==> config.mk <==
export PLATFORM = sky130hd
export DESIGN_NAME = calc_result_bcd_flat
export DESIGN_NICKNAME = d
export VERILOG_FILES = /design/src/rtl/calc_result_bcd_if.sv /design/src/rtl/calc_result_bcd.sv /design/src/flat_wrapper.sv
export SDC_FILE = /design/constraint.sdc
export NUM_CORES = 1
export LEC_CHECK = 0
export CORE_UTILIZATION = 50
export CTS_CLUSTER_SIZE = 14
export DETAILED_ROUTE_END_ITERATION = 16
export GPL_ROUTABILITY_DRIVEN = 0
export PLACE_DENSITY = 0.76
export SLEW_MARGIN = 10
export SYNTH_ARGS = -nofsm -noshare
export SYNTH_HDL_FRONTEND = slang
export SYNTH_SLANG_ARGS = --single-unit
==> constraint.sdc <==
create_clock -name clk -period 3.4 [get_ports clk]
set_input_delay 0.51 -clock clk [delete_from_list [all_inputs] [get_ports clk]]
set_output_delay 0.51 -clock clk [all_outputs]
set_load 0.01 [all_outputs]
==> src/rtl/calc_result_bcd_if.sv <==
// Handshake bundle between the calculator datapath, the BCD formatter and the readout stage.
interface calc_result_bcd_if #(
    parameter int RESULT_W = 9,
    parameter int NDIG     = 3
);
    logic                  in_valid;
    logic                  in_ready;
    logic [RESULT_W-1:0]   in_result;
    logic                  out_valid;
    logic                  out_ready;
    logic                  out_neg;
    logic [4*NDIG-1:0]     out_bcd;

    modport master (
        output in_valid, in_result, out_ready,
        input  in_ready, out_valid, out_neg, out_bcd
    );

    modport slave (
        input  in_valid, in_result, out_ready,
        output in_ready, out_valid, out_neg, out_bcd
    );
endinterface

==> src/rtl/calc_result_bcd.sv <==
// Signed binary result -> sign-magnitude BCD, one double-dabble step per clock.
// The formatted result is held until the downstream stage accepts it.
module calc_result_bcd #(
    parameter int RESULT_W = 9,
    parameter int NDIG     = 3
) (
    input  logic              clk,
    input  logic              rst,
    calc_result_bcd_if.slave  bus
);
    localparam int CNT_W = $clog2(RESULT_W + 1);

    typedef enum logic [1:0] {IDLE, CONV, DONE} state_t;

    state_t               r_state;
    logic [4*NDIG-1:0]    r_acc;
    logic [RESULT_W-1:0]  r_mag;
    logic [CNT_W-1:0]     r_cnt;
    logic                 r_neg_cap;
    logic                 r_in_ready;
    logic                 r_out_valid;
    logic                 r_out_neg;
    logic [4*NDIG-1:0]    r_out_bcd;

    logic [4*NDIG-1:0]    w_adj;
    logic [4*NDIG-1:0]    w_next_acc;
    logic [RESULT_W-1:0]  w_abs;

    always_comb begin
        w_adj = r_acc;
        for (int unsigned d = 0; d < NDIG; d++) begin
            if (r_acc[4*d +: 4] >= 4'd5)
                w_adj[4*d +: 4] = r_acc[4*d +: 4] + 4'd3;
        end
    end

    // Top bit of the adjusted accumulator is always shifted out; the digit bound keeps it zero.
    assign w_next_acc = (w_adj << 1) | (4*NDIG)'(r_mag[RESULT_W-1]);
    assign w_abs      = bus.in_result[RESULT_W-1] ? ((~bus.in_result) + RESULT_W'(1))
                                                  : bus.in_result;

    always_ff @(posedge clk) begin
        if (rst) begin
            r_state     <= IDLE;
            r_acc       <= '0;
            r_mag       <= '0;
            r_cnt       <= '0;
            r_neg_cap   <= 1'b0;
            r_in_ready  <= 1'b1;
            r_out_valid <= 1'b0;
            r_out_neg   <= 1'b0;
            r_out_bcd   <= '0;
        end else begin
            case (r_state)
                IDLE: begin
                    if (bus.in_valid) begin
                        r_neg_cap  <= bus.in_result[RESULT_W-1];
                        r_mag      <= w_abs;
                        r_acc      <= '0;
                        r_cnt      <= CNT_W'(RESULT_W);
                        r_in_ready <= 1'b0;
                        r_state    <= CONV;
                    end
                end
                CONV: begin
                    r_acc <= w_next_acc;
                    r_mag <= r_mag << 1;
                    r_cnt <= r_cnt - 1'b1;
                    if (r_cnt == CNT_W'(1)) begin
                        r_out_bcd   <= w_next_acc;
                        r_out_neg   <= r_neg_cap;
                        r_out_valid <= 1'b1;
                        r_state     <= DONE;
                    end
                end
                DONE: begin
                    if (bus.out_ready) begin
                        r_out_valid <= 1'b0;
                        r_in_ready  <= 1'b1;
                        r_state     <= IDLE;
                    end
                end
                default: begin
                    r_out_valid <= 1'b0;
                    r_in_ready  <= 1'b1;
                    r_state     <= IDLE;
                end
            endcase
        end
    end

    assign bus.in_ready  = r_in_ready;
    assign bus.out_valid = r_out_valid;
    assign bus.out_neg   = r_out_neg;
    assign bus.out_bcd   = r_out_bcd;
endmodule

==> src/flat_wrapper.sv <==
// flat-port wrapper written by rule: the top's interface ports become plain ports
module calc_result_bcd_flat 
#(
    parameter int RESULT_W = 9,
    parameter int NDIG     = 3
)
  (clk, rst, bus_in_valid, bus_in_result, bus_out_ready, bus_in_ready, bus_out_valid, bus_out_neg, bus_out_bcd);
  calc_result_bcd_if #(.RESULT_W(RESULT_W), .NDIG(NDIG)) bus_i ();
  input  logic clk;
  input  logic rst;
  input wire logic [$bits(bus_i.in_valid)-1:0] bus_in_valid;
  input wire logic [$bits(bus_i.in_result)-1:0] bus_in_result;
  input wire logic [$bits(bus_i.out_ready)-1:0] bus_out_ready;
  output wire logic [$bits(bus_i.in_ready)-1:0] bus_in_ready;
  output wire logic [$bits(bus_i.out_valid)-1:0] bus_out_valid;
  output wire logic [$bits(bus_i.out_neg)-1:0] bus_out_neg;
  output wire logic [$bits(bus_i.out_bcd)-1:0] bus_out_bcd;
  assign bus_i.in_valid = bus_in_valid;
  assign bus_i.in_result = bus_in_result;
  assign bus_i.out_ready = bus_out_ready;
  assign bus_in_ready = bus_i.in_ready;
  assign bus_out_valid = bus_i.out_valid;
  assign bus_out_neg = bus_i.out_neg;
  assign bus_out_bcd = bus_i.out_bcd;
  calc_result_bcd #(.RESULT_W(RESULT_W), .NDIG(NDIG)) u_core (.clk(clk), .rst(rst), .bus(bus_i));
endmodule
* Word level (Yosys, flattened, before mapping)
Index checks and enable logic that the tools add are counted.
** Storage, ports and cells
- Register bits :: 43
- Bits in latches :: 0
- Memory bits (writable) :: 0
- Memory bits (read-only) :: 0
- Bits of input ports :: 13
- Output and inout bits :: 15
- Word-level logic and storage cells :: 55
- Memories :: 0
** Operators by class
- Add/sub/neg operators :: 5
- Multipliers :: 0
- Divide/modulo/power cells :: 0
- Order comparisons :: 3
- Equality and inequality tests :: 6
- Shift-type cells :: 0
- Mux-type cells :: 20
- Bitwise gates (word level) :: 4
- Reduce and logical (&&, ||, !) cells :: 8
** Operators by type and width (count)
- $pmux W12 S2 :: 1
- $mux W9 :: 2
- $pmux W9 S2 :: 1
- $ge A4 B3 Y1 const B :: 3
- $mux W12 :: 1
- $mux W4 :: 3
- $or A12 B1 Y12 :: 1
- $add A9 B1 Y9 const B :: 1
- $not A9 Y9 :: 1
- $reduce_and A3 Y1 :: 3
- $add A4 B2 Y4 const B :: 2
- $pmux W4 S2 :: 1
- $mux W2 :: 3
- $pmux W1 S3 :: 2
- $pmux W2 S3 :: 1
- $reduce_and A2 Y1 :: 3
- $eq A4 B1 Y1 const B :: 1
- $mux W1 :: 4
- $ne A2 B2 Y1 const B :: 2
- $sub A4 B1 Y4 const B :: 1
- $add A3 B2 Y3 const B :: 1
- $mux W3 :: 1
- $eq A2 B1 Y1 const B :: 1
- $eq A2 B2 Y1 const B :: 1
- 4 further kinds :: 5

* Depth between registers and ports, before layout
- Word-level depth :: 5
- Mapped depth :: 7
- Gate-level depth less buffers :: 6

* Worst setup path before layout
No wires, ideal clock.
- Path kind :: in2reg
- From :: input bus_in_result[1]
- To :: register u_core.r_mag[6]
- Library setup time :: 0.101 ns
- Arrival :: 1.554 ns
- Required time :: 3.299 ns
- Slack :: 1.745 ns
- Stages :: 6
- Buffers on the path :: 0
- Cells stage by stage :: inv_1 -> ha_1 -> or3b_2 -> o31ai_1 -> a22oi_1 -> o41ai_1
** Between the ends
- Word-level cells in the longest chain between the ends :: 5
** Ends and longest elaborated chain
- from (decl) :: RTL line flat_wrapper.sv:12 : input wire logic [$bits(bus_i.in_result)-1:0] bus_in_result;
- $not A9 Y9 :: RTL line calc_result_bcd.sv:39 : assign w_abs = bus.in_result[RESULT_W-1] ? ((~bus.in_result) + RESULT_W'(1))
- $add A9 B1 Y9 :: RTL line calc_result_bcd.sv:39
- $mux W9 :: RTL line calc_result_bcd.sv:39
- $mux W9 :: RTL line calc_result_bcd.sv:56 : if (bus.in_valid) begin
- $pmux W9 S2 :: RTL line calc_result_bcd.sv:54 : case (r_state)
- to (signal assigned) :: RTL line calc_result_bcd.sv:58 : r_mag <= w_abs;
- to (signal assigned) :: RTL line calc_result_bcd.sv:67 : r_mag <= r_mag << 1;
- to (decl) :: RTL line calc_result_bcd.sv:17 : logic [RESULT_W-1:0] r_mag;
Every way passes these cells. The select of a mux whose other input is x is not followed.
A chain may end at the register's enable or synchronous reset.

* Final worst setup path
- From :: input bus_in_result[0]
- To :: register u_core.r_mag[6]
Same word-level chain as after synthesis.

==> summary.md <==
| Metric | Value |
|---|---|
| Outcome | `finished clean` |
| Period utilization | `58.65%` |
| Least-Margin Pin Slew | `629.0 ps` |
| Critical path class | `in2reg` |
| Hold wc startpoint | `u_core.r_neg_cap` |
| ANT nets after route | `0` |
| Max Cap Viol | `0` |
| RSZ-0062 raised after global routing | `no` |
| Synth top area share | `41.50%` |
| WHS Path Cells | `2` |
| Pins over their slew limit | `0` |
| IO Port Bufs | `27` |
| Primary FF master, synth | `dfxtp_1` |
| Worst reg2reg path startpoint | `u_core.r_cnt[0]` |
| Post-cts resize count | `0` |
| Hold Fails Final Rpt | `0` |
| Max_slew headroom | `58.02%` |
| Post-Route Setup TNS | `0 ps` |
| Crit path required time | `3590 ps` |
| Synth warn | `0` |
| 1st-iter DRT viols | `155` |
| Peak VDD IR | `0.2409 mV` |
| Post-cts hold buffer count | `0` |
| Top cells by area, synth | `dfxtp_1 (41%), a21oi_1 (5.5%), ha_1 (5.4%)` |
| Max Clock Skew | `8.804 ps` |
| Syn-to-layout area delta | `17.85%` |
| Pin count of the biggest net entering global routing | `35` |
| Grt ovf | `0` |
| DRC violation count after routing | `0` |
| Finished Layout Cells | `320` |
| DR top layer | `met4` |
| Register area share after synthesis | `41.50%` |
| # H-tree levels | `2` |
| Met3 Wirelength | `188 µm` |
| Clock Pin Slew Worst Setup and Hold Paths | `80 ps` |
| Starting Density | `51.86%` |
| Drt first pass iters | `5` |
| Synthesized flop and latch total | `43` |
| Num Clock Sinks | `43` |
| Placed cells | `312` |
| Wirelength per Cell | `13.27 µm` |
| # fillers | `369` |
| Worst min path class | `reg2reg` |
| R2R depth | `5` |
| Met1 WL | `1963 µm` |
| Final min period | `1994 ps` |
| CTS tree | `yes` |
| FMAX | `501.5 MHz` |
| Crit path max fanout | `4` |
| Setup Fix Bufs, Post-CTS | `0` |
| Top Ports | `28` |
| Avg Vias per Cell | `5.631` |
| Tot GR Track Use | `21.35%` |
| Pleak | `0.8470 nW` |
| CP Capture Type | `register` |
| Die H | `66.41 µm` |
| Avg Cell Area, Syn | `8.399 µm²` |
| Post-Synthesis Cell Area | `2074 µm²` |
| Total CTS buffers | `5` |
| Top post-synthesis cells by count | `dfxtp_1 (43), a21oi_1 (23), nand2_1 (23)` |
| First-pass GRT wire length | `7231 µm` |
| PwrDens | `407.9 nW/µm²` |
| Met2 WL post-DR | `2055 µm` |
| Die X-Extent | `66.41 µm` |
| Crit path from | `bus_in_result[0]` |
| Rows | `23` |
| Core ar. | `4000 µm²` |
| Critical Path AT | `2180 ps` |
| # diodes | `0` |
| Number of flops mapped to enable cells by yosys | `0` |
| Yosys top cell by area | `dfxtp_1` |
| Reg-to-reg endpoint | `u_core.bus.out_bcd[10]` |
| Syn_nets | `269` |
| Hold EP | `u_core.bus.out_neg` |
| Root Driver | `clkbuf_8` |
| R2R Setup Slk | `1440 ps` |
| Worst skew pair latency | `290 ps` |
| DIE AREA | `4410 µm²` |
| Finish-stage setup viols | `0` |
| Detailed Route WL | `4245 µm` |
| Number of global-route vias before repair | `1,601` |
| Final nets | `291` |
| CP Launch Type | `primary input` |
| Post-DP HPWL | `2982 µm` |
| Ys async rst share | `0%` |
| Clk buf depth | `2` |
| Initial antenna violation count | `0` |
| Layout cells sized above 1 | `6.296%` |
| Netlist cell types | `44` |
| Vias | `1,802` |
| Most common cell in the netlist | `dfxtp_1` |
| Syn Inst Count | `247` |
==> report_power, final <==
group / leakage [nW] / switching [W] / total [W] / internal [W]
Combinational: 0.455 / 0.0000835 / 0.000149 / 0.0000656
Sequential: 0.349 / 0.0000162 / 0.000542 / 0.000526
Clock: 0.0422 / 0.000162 / 0.000306 / 0.000144
Total: 0.847 / 0.000262 / 0.000997 / 0.000736
==> cells in the final DEF (no fill, tap or decap), drive strengths merged, types with 9 or more instances in the layout <==
master         netlist  final
ha                   9      9
nor3                11     11
a21oi               23     23
nor2                18     18
dfxtp               43     43
clkdlybuf4s50        0     27
nand3                9      9
o21ai               14     14
inv                 14     14
nand2               23     23
==> critical path, cell delays in order <==
cell and delay, ps:
clkdlybuf4s50_1 470, inv_1 90, ha_1 150, or3b_2 470, o31ai_1 300, a22oi_1 110
o41ai_1 80
==> cells by family (layout without fill, tap and decap cells) <==
kind of cell,Yosys count,in the layout,synth area share (%)
adders and majority gates,9,9,5.428
AOI/OAI and AO/OA,72,72,22.86
and+or+nand+nor,84,84,20.21
xor gates and xnor gates,8,8,3.378
DFF,43,43,41.50
buffers and inverters,30,53,6.092
muxes,1,1,0.5428
==> registers in the layout, indices dropped and copies added (netlist names) <==
signal	flops
u_core.bus.out_bcd	12
u_core.r_acc	12
u_core.r_mag	9
u_core.r_cnt	4
u_core.r_state	2
u_core.bus.in_ready	1
u_core.bus.out_neg	1
u_core.bus.out_valid	1
u_core.r_neg_cap	1
==> metal layers <==
| layer | vias up | track usage (%) |
|---|---|---|
| li1 | 925 | - |
| met1 | 831 | 27.56 |
| met2 | 41 | 36.10 |
| met3 | 5 | 4.655 |
| met4 | 0 | 4.787 |
| met5 | - | 0 |
==> worst max-delay path by stage <==
stage | endpoint | depth (start not counted)
floorplan | u_core.r_mag[6] | 6
global placement | u_core.r_mag[6] | 7
detailed placement | u_core.r_mag[6] | 7
CTS | u_core.bus.out_bcd[10] | 5
global route | u_core.r_mag[6] | 7
finish | u_core.r_mag[6] | 7
==> area by class of cell <==
type / instances / area (µm²) / share of cell area (%)
multi-input combinational: 174 / 1087 / 44.47
sequential: 43 / 860.8 / 35.21
timing repair buffer: 31 / 300.3 / 12.28
clock buffer: 7 / 76.32 / 3.122
tap: 50 / 62.56 / 2.559
inverter: 14 / 52.55 / 2.149
clock inverter: 1 / 5.005 / 0.2047
==> stage by stage <==
stage | hold slack, ps | util [%] | worst slack, ps | area, µm² | power [W]
detailed placement | 451.2 | 59.09 | 1096 | 2364 | 0.0007035
global route | 483.8 | 61.12 | 1267 | 2445 | 0.001052
floorplan | 432.1 | - | 1745 | 2074 | 0.0006488
global placement | 444.8 | 59.09 | 1162 | 2364 | 0.0007005
CTS | 462.1 | 61.12 | 1397 | 2445 | 0.001010
finish | 455.1 | 61.12 | 1406 | 2445 | 0.0009972
Note: power is estimated with default switching activity, not from simulation.
